[config.mk]
export PLATFORM = sky130hd
export DESIGN_NAME = lcd_char_feeder
export DESIGN_NICKNAME = d
export VERILOG_FILES = /design/src/rtl/lcd_char_feeder.sv
export SDC_FILE = /design/constraint.sdc
export NUM_CORES = 1
export LEC_CHECK = 0
export CORE_ASPECT_RATIO = 1.1
export CORE_UTILIZATION = 31
export CTS_BUF_LIST = sky130_fd_sc_hd__clkbuf_8
export CTS_CLUSTER_DIAMETER = 150
export DETAILED_ROUTE_END_ITERATION = 6
export PLACE_DENSITY = 0.53
export SETUP_SLACK_MARGIN = 0.1
export SYNTH_ARGS = -nofsm -noshare
export SYNTH_HDL_FRONTEND = slang
export SYNTH_SLANG_ARGS = --single-unit
[constraint.sdc]
create_clock -name clk_50 -period 6.8 [get_ports clk_50]
set_input_delay 2.04 -clock clk_50 [delete_from_list [all_inputs] [get_ports clk_50]]
set_output_delay 2.04 -clock clk_50 [all_outputs]
set_load 0.02 [all_outputs]
[src/rtl/lcd_char_feeder.sv]
// -----------------------------------------------------------------------------
// lcd_char_feeder
//
// Upstream feeder for the LCD text box. Bytes written by the CPU output port
// are buffered in a small FIFO, filtered (control codes dropped, bit 7
// ignored) and presented to the LCD one at a time as a 7-bit character code
// with a level strobe. Each strobe is high for HOLD cycles and is followed by
// at least GAP low cycles, so the LCD's edge detector registers exactly one
// character per strobe. Line occupancy is tracked. A newline, or a printable
// character arriving on a full line, produces a clear_line pulse. In the
// full-line case the character is then shown on the fresh line.
//
// Ports:
//   clk_50      in   system clock (50 MHz)
//   reset       in   asynchronous, active-high reset
//   wr_en       in   CPU output-port write strobe
//   wr_data     in   [7:0] byte written
//   wr_ready    out  FIFO not full (combinational)
//   char_code   out  [6:0] character to the LCD text box
//   add_input   out  character strobe to the LCD
//   clear_line  out  line-clear pulse (drives the text-box reset)
//   count       out  [4:0] characters on the current line, 0..SYMBOLS
//   fifo_level  out  [FIFO_AW:0] current FIFO occupancy
//   overflow    out  sticky: a write was dropped because the FIFO was full
// -----------------------------------------------------------------------------
module lcd_char_feeder #(
  parameter int FIFO_AW    = 3,
  parameter int SYMBOLS    = 16,
  parameter int HOLD       = 2,
  parameter int GAP        = 2,
  parameter int CLR_CYCLES = 2
) (
  input  logic               clk_50,
  input  logic               reset,
  input  logic               wr_en,
  input  logic [7:0]         wr_data,
  output logic               wr_ready,
  output logic [6:0]         char_code,
  output logic               add_input,
  output logic               clear_line,
  output logic [4:0]         count,
  output logic [FIFO_AW:0]   fifo_level,
  output logic               overflow
);

  localparam int               DEPTH    = 1 << FIFO_AW;
  localparam logic [FIFO_AW:0] FULL_LVL = (FIFO_AW + 1)'(DEPTH);
  localparam logic [4:0]       LINE_MAX = 5'(SYMBOLS);
  localparam logic [7:0]       HOLD_T   = 8'(HOLD - 1);
  localparam logic [7:0]       GAP_T    = 8'(GAP - 1);
  localparam logic [7:0]       CLR_T    = 8'(CLR_CYCLES - 1);
  localparam logic [6:0]       NEWLINE  = 7'h0A;
  localparam logic [6:0]       FIRST_PR = 7'h20;

  typedef enum logic [1:0] {
    S_IDLE,
    S_CLEAR,
    S_ASSERT,
    S_GAP
  } state_t;

  // ---------------------------------------------------------------------------
  // FIFO
  // ---------------------------------------------------------------------------
  logic [7:0]         mem [DEPTH];
  logic [FIFO_AW-1:0] wr_ptr;
  logic [FIFO_AW-1:0] rd_ptr;
  logic               full;
  logic               empty;
  logic               push;
  logic               pop;
  logic [6:0]         head_code;

  state_t             state;
  logic [7:0]         timer;
  logic               pending;

  // Full is taken from the registered level, i.e. before any same-cycle pop,
  // so a write into a full FIFO is refused even when the FSM pops that cycle.
  assign full      = (fifo_level == FULL_LVL);
  assign empty     = (fifo_level == '0);
  assign wr_ready  = !full;
  assign push      = wr_en && !full;
  assign pop       = (state == S_IDLE) && !empty;
  assign head_code = mem[rd_ptr][6:0];

  // NOTE: the storage array has no reset; only the pointers and level
  // define which entries are valid, so clearing the data would only add
  // reset fan-out and keep the array from mapping onto RAM.
  always_ff @(posedge clk_50) begin
    if (push) mem[wr_ptr] <= wr_data;
  end

  always_ff @(posedge clk_50 or posedge reset) begin
    if (reset) begin
      wr_ptr     <= '0;
      rd_ptr     <= '0;
      fifo_level <= '0;
      overflow   <= 1'b0;
    end else begin
      // Pointers are exactly FIFO_AW bits wide, so they wrap modulo depth.
      if (push) wr_ptr <= wr_ptr + 1'b1;
      if (pop)  rd_ptr <= rd_ptr + 1'b1;
      case ({push, pop})
        2'b10:   fifo_level <= fifo_level + 1'b1;
        2'b01:   fifo_level <= fifo_level - 1'b1;
        default: fifo_level <= fifo_level;
      endcase
      if (wr_en && full) overflow <= 1'b1;
    end
  end

  // ---------------------------------------------------------------------------
  // Character FSM. All LCD-facing outputs are registered here.
  // ---------------------------------------------------------------------------
  always_ff @(posedge clk_50 or posedge reset) begin
    if (reset) begin
      state      <= S_IDLE;
      timer      <= '0;
      pending    <= 1'b0;
      char_code  <= '0;
      add_input  <= 1'b0;
      clear_line <= 1'b0;
      count      <= '0;
    end else begin
      case (state)
        S_IDLE: begin
          if (!empty) begin
            if (head_code == NEWLINE) begin
              pending    <= 1'b0;
              clear_line <= 1'b1;
              count      <= '0;
              timer      <= CLR_T;
              state      <= S_CLEAR;
            end else if (head_code < FIRST_PR) begin
              // Non-newline control code: consumed and dropped.
              state <= S_IDLE;
            end else if (count == LINE_MAX) begin
              // Line full: clear first, then show this character.
              char_code  <= head_code;
              pending    <= 1'b1;
              clear_line <= 1'b1;
              count      <= '0;
              timer      <= CLR_T;
              state      <= S_CLEAR;
            end else begin
              char_code <= head_code;
              add_input <= 1'b1;
              timer     <= HOLD_T;
              state     <= S_ASSERT;
            end
          end
        end

        S_CLEAR: begin
          count <= '0;
          if (timer == '0) begin
            clear_line <= 1'b0;
            if (pending) begin
              pending   <= 1'b0;
              add_input <= 1'b1;
              timer     <= HOLD_T;
              state     <= S_ASSERT;
            end else begin
              timer <= GAP_T;
              state <= S_GAP;
            end
          end else begin
            timer <= timer - 1'b1;
          end
        end

        S_ASSERT: begin
          if (timer == '0) begin
            add_input <= 1'b0;
            if (count != LINE_MAX) count <= count + 1'b1;
            timer <= GAP_T;
            state <= S_GAP;
          end else begin
            timer <= timer - 1'b1;
          end
        end

        S_GAP: begin
          if (timer == '0) state <= S_IDLE;
          else             timer <= timer - 1'b1;
        end

        default: state <= S_IDLE;
      endcase
    end
  end

endmodule

== Word level (Yosys, flattened, before mapping) ==
Memories as Yosys holds them, arrays and structs flattened.
Index checks and enable logic that the tools add are counted.

* Word-level logic and storage cells: 102
* Bits in latches: 0
* Bits in writable memories: 64
* ROM bits: 0
* Flip-flop bits (word level): 36
* Memories kept: 1

{| class="wikitable"
|+ Memories
! name !! words !! bits a word !! read ports !! clocked after memory_dff !! write ports !! RTL line !! text
|-
| mem || 8 || 8 || 1 || 0 || 1 || 65 || <nowiki>logic [7:0] mem [DEPTH];</nowiki>
|}

* Add/sub/neg operators: 6
* Multiply operators: 0
* Div/mod/pow operators: 0
* Reductions and logical operators: 18
* Equal/unequal tests: 21
* Shifts and indexed selects: 0
* Mux-type cells: 41
* Magnitude comparators: 1
* Bitwise operators: 3

{| class="wikitable"
|+ Operators by type and width
! operator !! number
|-
| 8-bit 2-to-1 mux || 5
|-
| 5-bit 2-to-1 mux || 6
|-
| 8-bit case mux with 3 select lines || 1
|-
| 2-bit inequality test, second input constant || 10
|-
| 1-bit 2-to-1 mux || 16
|-
| 5-bit case mux with 3 select lines || 1
|-
| 2-bit 2-to-1 mux || 7
|-
| 8-bit zero test || 1
|-
| 2-bit case mux with 4 select lines || 1
|-
| 4-bit case mux with 2 select lines || 1
|-
| 4-bit AND reduction || 2
|-
| 8-bit AND reduction || 1
|-
| 8-bit by 1-bit subtractor with 8-bit output, second input constant || 1
|-
| 7-bit by 4-bit equality test with 1-bit output, second input constant || 1
|-
| 7-bit by 6-bit < comparator with 1-bit output, second input constant || 1
|-
| 3-bit by 1-bit adder with 3-bit output, second input constant || 2
|-
| 2-bit equality test, second input constant || 3
|-
| 6-bit AND reduction || 1
|-
| 5-bit by 1-bit adder with 5-bit output, second input constant || 1
|-
| 5-bit equality test, second input constant || 1
|-
| 5-bit inequality test, second input constant || 1
|-
| 5-bit AND reduction || 1
|-
| 4-bit by 1-bit adder with 4-bit output, second input constant || 1
|-
| 2-bit by 1-bit equality test with 1-bit output, second input constant || 2
|-
| other kinds (15) || 22
|}

== Logic depth before layout (Yosys ltp) ==
Gate-level depths: netlist (run 1).

* Depth after elaboration: 6
* Mapped depth: 12
* Depth with buffers taken out: 11

== Worst setup path after synthesis (run 1) ==
Ideal clock, no wire load.

* Path type: input-to-reg
* From: input wr_en
* To: register fifo_level[3]
* Arrival: 3.258 ns
* Data required time: 6.666 ns
* Library setup time: 0.134 ns
* Cell stages on the path: 8
* Slack: 3.408 ns
* Buffers on the path: 0
* Cells stage by stage: nand2_1 > ha_1 > ha_1 > a21o_1 > a21oi_1 > xnor2_1 > nor2_1 > xor2_1

* Cells in the longest elaborated chain, start to end: 3

{| class="wikitable"
|+ Ends and longest elaborated chain
! item !! RTL line !! text
|-
| from (decl) || 35 || <nowiki>input logic wr_en,</nowiki>
|-
| 1-bit logical AND (*) || 83 || <nowiki>assign push = wr_en && !full;</nowiki>
|-
| 2-bit by 1-bit equality test with 1-bit output / 2-bit equality test (equally long branches) || 104 || <nowiki>case ({push, pop})</nowiki>
|-
| 4-bit case mux with 2 select lines / 2-bit nonzero test (equally long branches) || -- ||
|-
| to (signal assigned) || 105 || <nowiki>2'b10: fifo_level <= fifo_level + 1'b1;</nowiki>
|-
| to (signal assigned) || 106 || <nowiki>2'b01: fifo_level <= fifo_level - 1'b1;</nowiki>
|-
| to (signal assigned) || 107 || <nowiki>default: fifo_level <= fifo_level;</nowiki>
|-
| to (decl) || 42 || <nowiki>output logic [FIFO_AW:0] fifo_level,</nowiki>
|}

Mark *: on every way between the ends. The rest lies on a longest branch, timed or not.
A chain may end at the register's enable or synchronous reset.

== Worst setup path in the final report (run 1) ==
* From: register fifo_level[0]
* To: output wr_ready

* Cells in the longest elaborated chain, start to end: 2

{| class="wikitable"
|+ Ends and longest elaborated chain
! item !! RTL line !! text
|-
| 4-bit equality test || 80 || <nowiki>assign full = (fifo_level == FULL_LVL);</nowiki>
|-
| 1-bit zero test || 82 || <nowiki>assign wr_ready = !full;</nowiki>
|-
| to (decl) || 37 || <nowiki>output logic wr_ready,</nowiki>
|}

No other way between the ends.

==> results of run 1 <==
[per-layer routing]
layer,track usage (%),up-vias
li1,-,1229
met1,16.9,1296
met2,19.9,46
met3,2.97,16
met4,6.11,0
met5,0,-
[final timing paths]
check	startpoint	to	slack (ps)	cells after the start
min reg2reg	overflow$_DFFE_PP0P_	overflow$_DFFE_PP0P_	490	1
max in group asynchronous	reset	char_code[0]$_DFFE_PP0P_	4390	3
max reg2reg	rd_ptr[0]$_DFFE_PP0P_	timer[1]$_DFFE_PP0P_	3690	6
min	overflow$_DFFE_PP0P_	overflow$_DFFE_PP0P_	490	1
max	fifo_level[0]$_DFFE_PP0P_	wr_ready	2850	3
min in group asynchronous	reset	timer[5]$_DFFE_PP0P_	2070	3
[final cells by class]
type,instances,share of cell area (%)
sequential,92,52.8
multi-input combinational,189,31.5
timing repair buffer,33,6.55
tap,161,4.12
clock buffer,9,2.53
clock inverter,7,1.25
inverter,16,1.23
[power groups by stage]
stage	clock network [W]	logic [W]	registers (W)
finish	0.000356	0.000969	0.000887
global route	0.000394	0.00108	0.000914
CTS	0.000371	0.000980	0.000893
detailed placement	0	0.000976	0.000905
global placement	0	0.000966	0.000899
floorplan	0	0.000686	0.000889
[state kept, by name, indices dropped and copies added, names as in the netlist]
signal	cells
mem	56
timer	8
char_code	7
count	5
fifo_level	4
rd_ptr	3
wr_ptr	3
state	2
add_input	1
clear_line	1
overflow	1
pending	1
[cells by family after synthesis]
| family | after synthesis |
|---|---|
| DFF | 92 |
| and+or+nand+nor | 82 |
| AOI/OAI and AO/OA | 56 |
| muxes | 29 |
| buffers and inverters | 22 |
| adders and majority gates | 15 |
| xor gates and xnor gates | 7 |
[critical path, delay by kind of cell (launching register included)]
family        cells  cell delay [ps]
simple gates      2              500
buf+inv           1              570
flops             1              470
[per-stage QoR]
stage	hold WS [ps]	instances	worst slack, ps	instance area [sq um]	utilization (%)
6_report	489	507	2850	4890	37.0
5_1_grt	510	507	2680	4890	37.0
4_1_cts	495	507	2810	4890	37.0
3_5_place_dp	474	491	2660	4710	35.6
3_3_place_gp	460	491	2700	4710	35.6
2_1_floorplan	451	303	3410	4220	-
[Yosys cell counts, drive strengths merged, types with 5 or more instances]
master / count
inv: 16
ha: 14
nand2b: 5
nand3: 8
mux2: 11
nand2: 23
a21oi: 13
nor2: 18
o21ai: 19
mux4: 14
dfrtp: 36
nor3: 12
edfxtp: 56
a31oi: 7
==> reports/qor.csv, run 1 <==
stage,metric,value,unit
clocking,"Hold-fix buffers, CTS",0,
detailed_routing,met3 wire len,257,um
synthesis,Post-Syn Nets,329,
final_layout,Multi-input gate area,1540,sq um
detailed_routing,antenna-violating nets left,0,
synthesis,Async SR Flop Fraction,39.1,%
setup_path,CP endpoint kind,output pin,
power,Int Power,0.00133,W
global_route,largest net degree at the start of global routing,37,
synthesis,synth unique cells,47,
synthesis,YS warnings,0,
timing,worst-margin pin slew,902,ps
clocking,CTS tree,built,
detailed_routing,highest routed layer,met4,
synthesis,synthesized area,4220,sq um
synthesis,Yosys top cell area share,39.9,%
power,Lkg Pwr,1.83,nW
timing,Sum Neg Setup Slack,0,ps
synthesis,synth top area cells,"edfxtp_1, dfrtp_1, mux4_1",
setup_path,worst path required time,4760,ps
synthesis,Synth area leader,edfxtp_1,
global_route,grt ovf,0,
die,IO Pins,31,
placed_design,Buffers on Ports,29,
power,Pwr per Cell Area,452,nW/um^2
clocking,"Clk Latency, worst-skew pair",380,ps
clocking,CTS Buffer Depth,2,
synthesis,dominant synthesized flop cell,edfxtp_1,
detailed_routing,Wirelength per Cell,16.2,um
global_route,vias in the first global route,2586,
timing,period utilization,58.2,%
power,Combinational Power Share,43.8,%
final_layout,Antenna Diode Count,0,
timing,max-slew violations,0,
detailed_routing,Metal-1 WL,3.84,mm
placed_design,HPWL after DPL,5.66,mm
final_layout,Layout Nets,367,
placed_design,GP Congestion,0.770,
power,Flop pwr share,40.1,%
detailed_routing,via count,2587,
synthesis,#FFs+latches synth,92,
flow_run,max capacitance violation total,0,
clocking,Sink Count,92,
detailed_routing,WL final,8.22,mm
setup_path,Startpoint Class,flip-flop,
synthesis,multiplexer area fraction after synthesis,12.3,%
power,clock network power share,16.1,%
power,Switch Pwr,0.000880,W
die,Die ar.,14100,sq um
die,core area,13200,sq um
die,die extent in y,124,um
synthesis,simple-gate share of the synthesized area,9.61,%
synthesis,Post-synth EDFFs,56,
final_layout,Area Overhead vs Synth,16.0,%
detailed_routing,1st-iter DRT viols,156,
setup_path,CP Max Fanout,6,
global_route,Total GRT Usage,12.8,%
synthesis,Avg Synthesized Cell Area,13.9,sq um
power,Tot Pwr,0.00221,W
final_layout,most frequent cells in the layout,"edfxtp_1, dfrtp_1, clkdlybuf4s50_1",
timing,Period minus WS final,3950,ps
final_layout,Reg area,2580,sq um
setup_path,"slowest stage delay, CP",570,ps
clocking,CTS H-tree depth,3,
die,row count,44,
die,Starting Density,31.9,%
final_layout,filler instances,1287,
clocking,Clock transition at path regs,100,ps
final_layout,share of post-route cells with drive strength above 1,12.1,%
synthesis,complex-gate fraction of the synthesized area,8.61,%
timing,Achievable Freq,0.253,GHz
run_status,status,"complete, no violations",
setup_path,cells along the critical path,nor3_1 -> nand2_1 -> clkdlybuf4s50_1,
timing,Setup-failing EPs final,0,
power,VDD IR max,0.000171,V
synthesis,largest family of logic cells by synthesized area,multiplexers,
timing,clock skew,11.4,ps
hold_path,Tightest Hold Check Type,flip-flop to flip-flop,
setup_path,Worst EP arrival,1910,ps
clocking,root cell of the clock tree,clkbuf_8,
synthesis,Post-Syn Instances,303,
synthesis,post-synthesis sequential area ratio,61.2,%
synthesis,Post-Synth Adder-Cell Area,4.63,%
power,sw frac,39.8,%
clocking,post-cts resize count,0,
setup_path,"Max stage delay cell, worst path",clkdlybuf4s50_1,
synthesis,post-synthesis xor/xnor area fraction,1.45,%
detailed_routing,Vias/cell,5.10,
timing,Fin. Hold Viols,0,
detailed_routing,WL met2,3.92,mm
global_route,initial antenna violation count,0,
clocking,Num CTS Buffers,9,
global_route,global-route wire length before repair,13.6,mm
die,Die Width,113,um
final_layout,"most common cell after layout, fill and taps aside",edfxtp_1,
detailed_routing,drt pass-1 iters,5,
clocking,post-CTS setup buffer count,0,
timing,slew margin rel.,39.6,%
timing,RSZ-0062 raised after global routing,no,
setup_path,CP Class,flip-flop to output pin,
detailed_routing,DRC,0,
No activity file was read; power rests on OpenSTA's default activity.
==> run 2, diff against run 1 <==
Settings changed: PLACE_DENSITY 0.53 to 0.54.
Clock period 6.8 ns to 3.6 ns, I/O delays scaled along.
==> reports/qor.csv, run 2 (synthesis gave the netlist of run 1 again) <==
stage,metric,value,unit,change
setup_path,reg2reg start,rd_ptr[2]$_DFFE_PP0P_,,
clocking,Sink Count,92,,unchanged
final_layout,top flop regs,"mem x56, timer x8, char_code x7",,
clocking,"Hold-fix buffers, CTS",0,,unchanged
setup_path,CP Class,flip-flop to output pin,,
detailed_routing,Wirelength per Cell,16.6,um,+2.1%
detailed_routing,1st-iter DRT viols,154,,-1.3%
timing,worst-margin pin slew,724,ps,-179 ps
final_layout,Area Overhead vs Synth,17.4,%,
setup_path,Worst EP arrival,1910,ps,about the same
detailed_routing,via count,2586,,-0.039%
power,Int Power,0.00254,W,+91%
detailed_routing,antenna-violating nets left,0,,unchanged
setup_path,Startpoint Class,flip-flop,,
run_status,status,"complete, no violations",,
placed_design,GP Congestion,0.771,,about the same
power,Flop pwr share,38.7,%,-1.4 points
setup_path,Worst R2R End,timer[1]$_DFFE_PP0P_,,
timing,slew margin rel.,51.3,%,+12 points
global_route,grt ovf,0,,unchanged
timing,Setup-failing EPs final,0,,unchanged
clocking,"Clk Latency, worst-skew pair",380,ps,about the same
timing,RSZ-0062 raised after global routing,no,,
timing,Period minus WS final,2990,ps,
setup_path,CP Max Fanout,6,,unchanged
hold_path,hold wc startpoint,timer[7]$_DFFE_PP0P_,,
global_route,initial antenna violation count,0,,unchanged
die,Starting Density,31.9,%,unchanged
timing,Sum Neg Setup Slack,0,ps,unchanged
power,Pwr per Cell Area,854,nW/um^2,+89%
setup_path,R2R depth,6,,unchanged
setup_path,R2R setup slack,780,ps,-2910 ps
placed_design,HPWL after DPL,5.82,mm,+2.8%
clocking,post-cts resize count,0,,unchanged
final_layout,most frequent cells in the layout,"edfxtp_1, dfrtp_1, clkdlybuf4s50_1",,
power,sw frac,39.8,%,about the same
die,core area,13200,sq um,unchanged
flow_run,max capacitance violation total,0,,unchanged
hold_path,Hold EP,timer[7]$_DFFE_PP0P_,,
power,clock network power share,15.8,%,-0.3 points
clocking,CTS H-tree depth,3,,unchanged
clocking,Num CTS Buffers,9,,unchanged
final_layout,fin util,37.5,%,+0.44 points
final_layout,share of post-route cells with drive strength above 1,14.1,%,+2.0 points
power,Switch Pwr,0.00168,W,+91%
clocking,Clock transition at path regs,100,ps,about the same
final_layout,max reg flops,56,,unchanged
global_route,Total GRT Usage,13.1,%,+0.33 points
final_layout,Layout Nets,375,,+2.2%
final_layout,Biggest register,mem,,
detailed_routing,drt pass-1 iters,4,,-1
timing,period utilization,83.0,%,
setup_path,CP endpoint kind,output pin,,
hold_path,Tightest Hold Check Type,flip-flop to flip-flop,,
final_layout,filler instances,1284,,-0.23%
timing,Fin. Hold Viols,0,,unchanged
clocking,root cell of the clock tree,clkbuf_8,,
die,IO Pins,31,,unchanged
die,Die ar.,14100,sq um,unchanged
power,Lkg Pwr,1.87,nW,+2.3%
detailed_routing,WL final,8.53,mm,+3.7%
die,row count,44,,unchanged
hold_path,Hold Path Depth,1,,unchanged
final_layout,"most common cell after layout, fill and taps aside",edfxtp_1,,
detailed_routing,Vias/cell,5.02,,-1.6%
clocking,post-CTS setup buffer count,0,,unchanged
detailed_routing,DRC,0,,unchanged
timing,clock skew,12.3,ps,+0.875 ps
timing,max-slew violations,0,,unchanged
clocking,CTS Buffer Depth,2,,unchanged
placed_design,Buffers on Ports,29,,unchanged
global_route,vias in the first global route,2609,,+0.89%
setup_path,worst path required time,2520,ps,-2240 ps
power,Combinational Power Share,45.5,%,+1.7 points
global_route,largest net degree at the start of global routing,37,,unchanged
global_route,global-route wire length before repair,13.9,mm,+2.4%
final_layout,Antenna Diode Count,0,,unchanged
die,die extent in y,124,um,unchanged
timing,Achievable Freq,0.335,GHz,
die,Die Width,113,um,unchanged
power,VDD IR max,0.000282,V,+65%
clocking,CTS tree,built,,
[run 2: cell count changes in the layout (fill, tap and decap cells not counted)]
cell / change
clkinv_4: +3
inv_6: -2
clkinv_1: -1
inv_1: +1
buf_4: +8
inv_8: -1
[run 2: worst max-delay path, stage by stage (launching register included)]
cell             delay [ps]
dfrtp_1                 450
nor3_1                  340
nand2_1                 170
clkdlybuf4s50_1         570
[run 2: power by group through the flow]
| stage | registers (W) | clock network, W | logic [W] |
|---|---|---|---|
| after floorplan | 0.00168 | 0 | 0.00130 |
| after detailed placement | 0.00167 | 0 | 0.00193 |
| after global placement | 0.00166 | 0 | 0.00191 |
| final | 0.00164 | 0.000668 | 0.00192 |
| after CTS | 0.00165 | 0.000693 | 0.00194 |
| after global routing | 0.00168 | 0.000734 | 0.00212 |
[run 2: layout make-up]
| type | instances | area [sq um] | area share, % |
|---|---|---|---|
| multi-input cells | 189 | 1540 | 31.2 |
| repair buffers | 41 | 380 | 7.69 |
| clock inverters | 7 | 58.8 | 1.19 |
| well taps | 161 | 201 | 4.07 |
| inverters | 16 | 60.1 | 1.21 |
| flip-flops and latches | 92 | 2580 | 52.2 |
| clock buffers | 9 | 124 | 2.50 |
[run 2: metrics by stage]
stage	hold slack [ps]	power, W	area (sq um)	setup slack (ps)	cells
2_1_floorplan	451	0.00297	4220	1130	303
3_3_place_gp	455	0.00357	4770	508	499
3_5_place_dp	482	0.00360	4770	476	499
4_1_cts	495	0.00428	4950	566	515
5_1_grt	516	0.00454	4950	463	515
6_report	494	0.00422	4950	613	515
[run 2: worst max-delay path by stage]
stage	slack [ps]	from	end	cells after the start
final	610	fifo_level[1]$_DFFE_PP0P_	wr_ready	3
after global routing	460	fifo_level[1]$_DFFE_PP0P_	wr_ready	3
after CTS	570	fifo_level[1]$_DFFE_PP0P_	wr_ready	3
after detailed placement	480	wr_en	fifo_level[3]$_DFFE_PP0P_	9
after global placement	510	wr_en	fifo_level[3]$_DFFE_PP0P_	9
after floorplan	1130	rd_ptr[0]$_DFFE_PP0P_	count[4]$_DFFE_PP0P_	7
[run 2: metal layers]
layer	GRT usage, %	vias to the layer above	share of wire, %
met5	0	-	0
met4	6.19	0	2.3
met3	2.63	16	3.5
met2	20.6	51	47
met1	17.4	1270	47
li1	-	1249	-
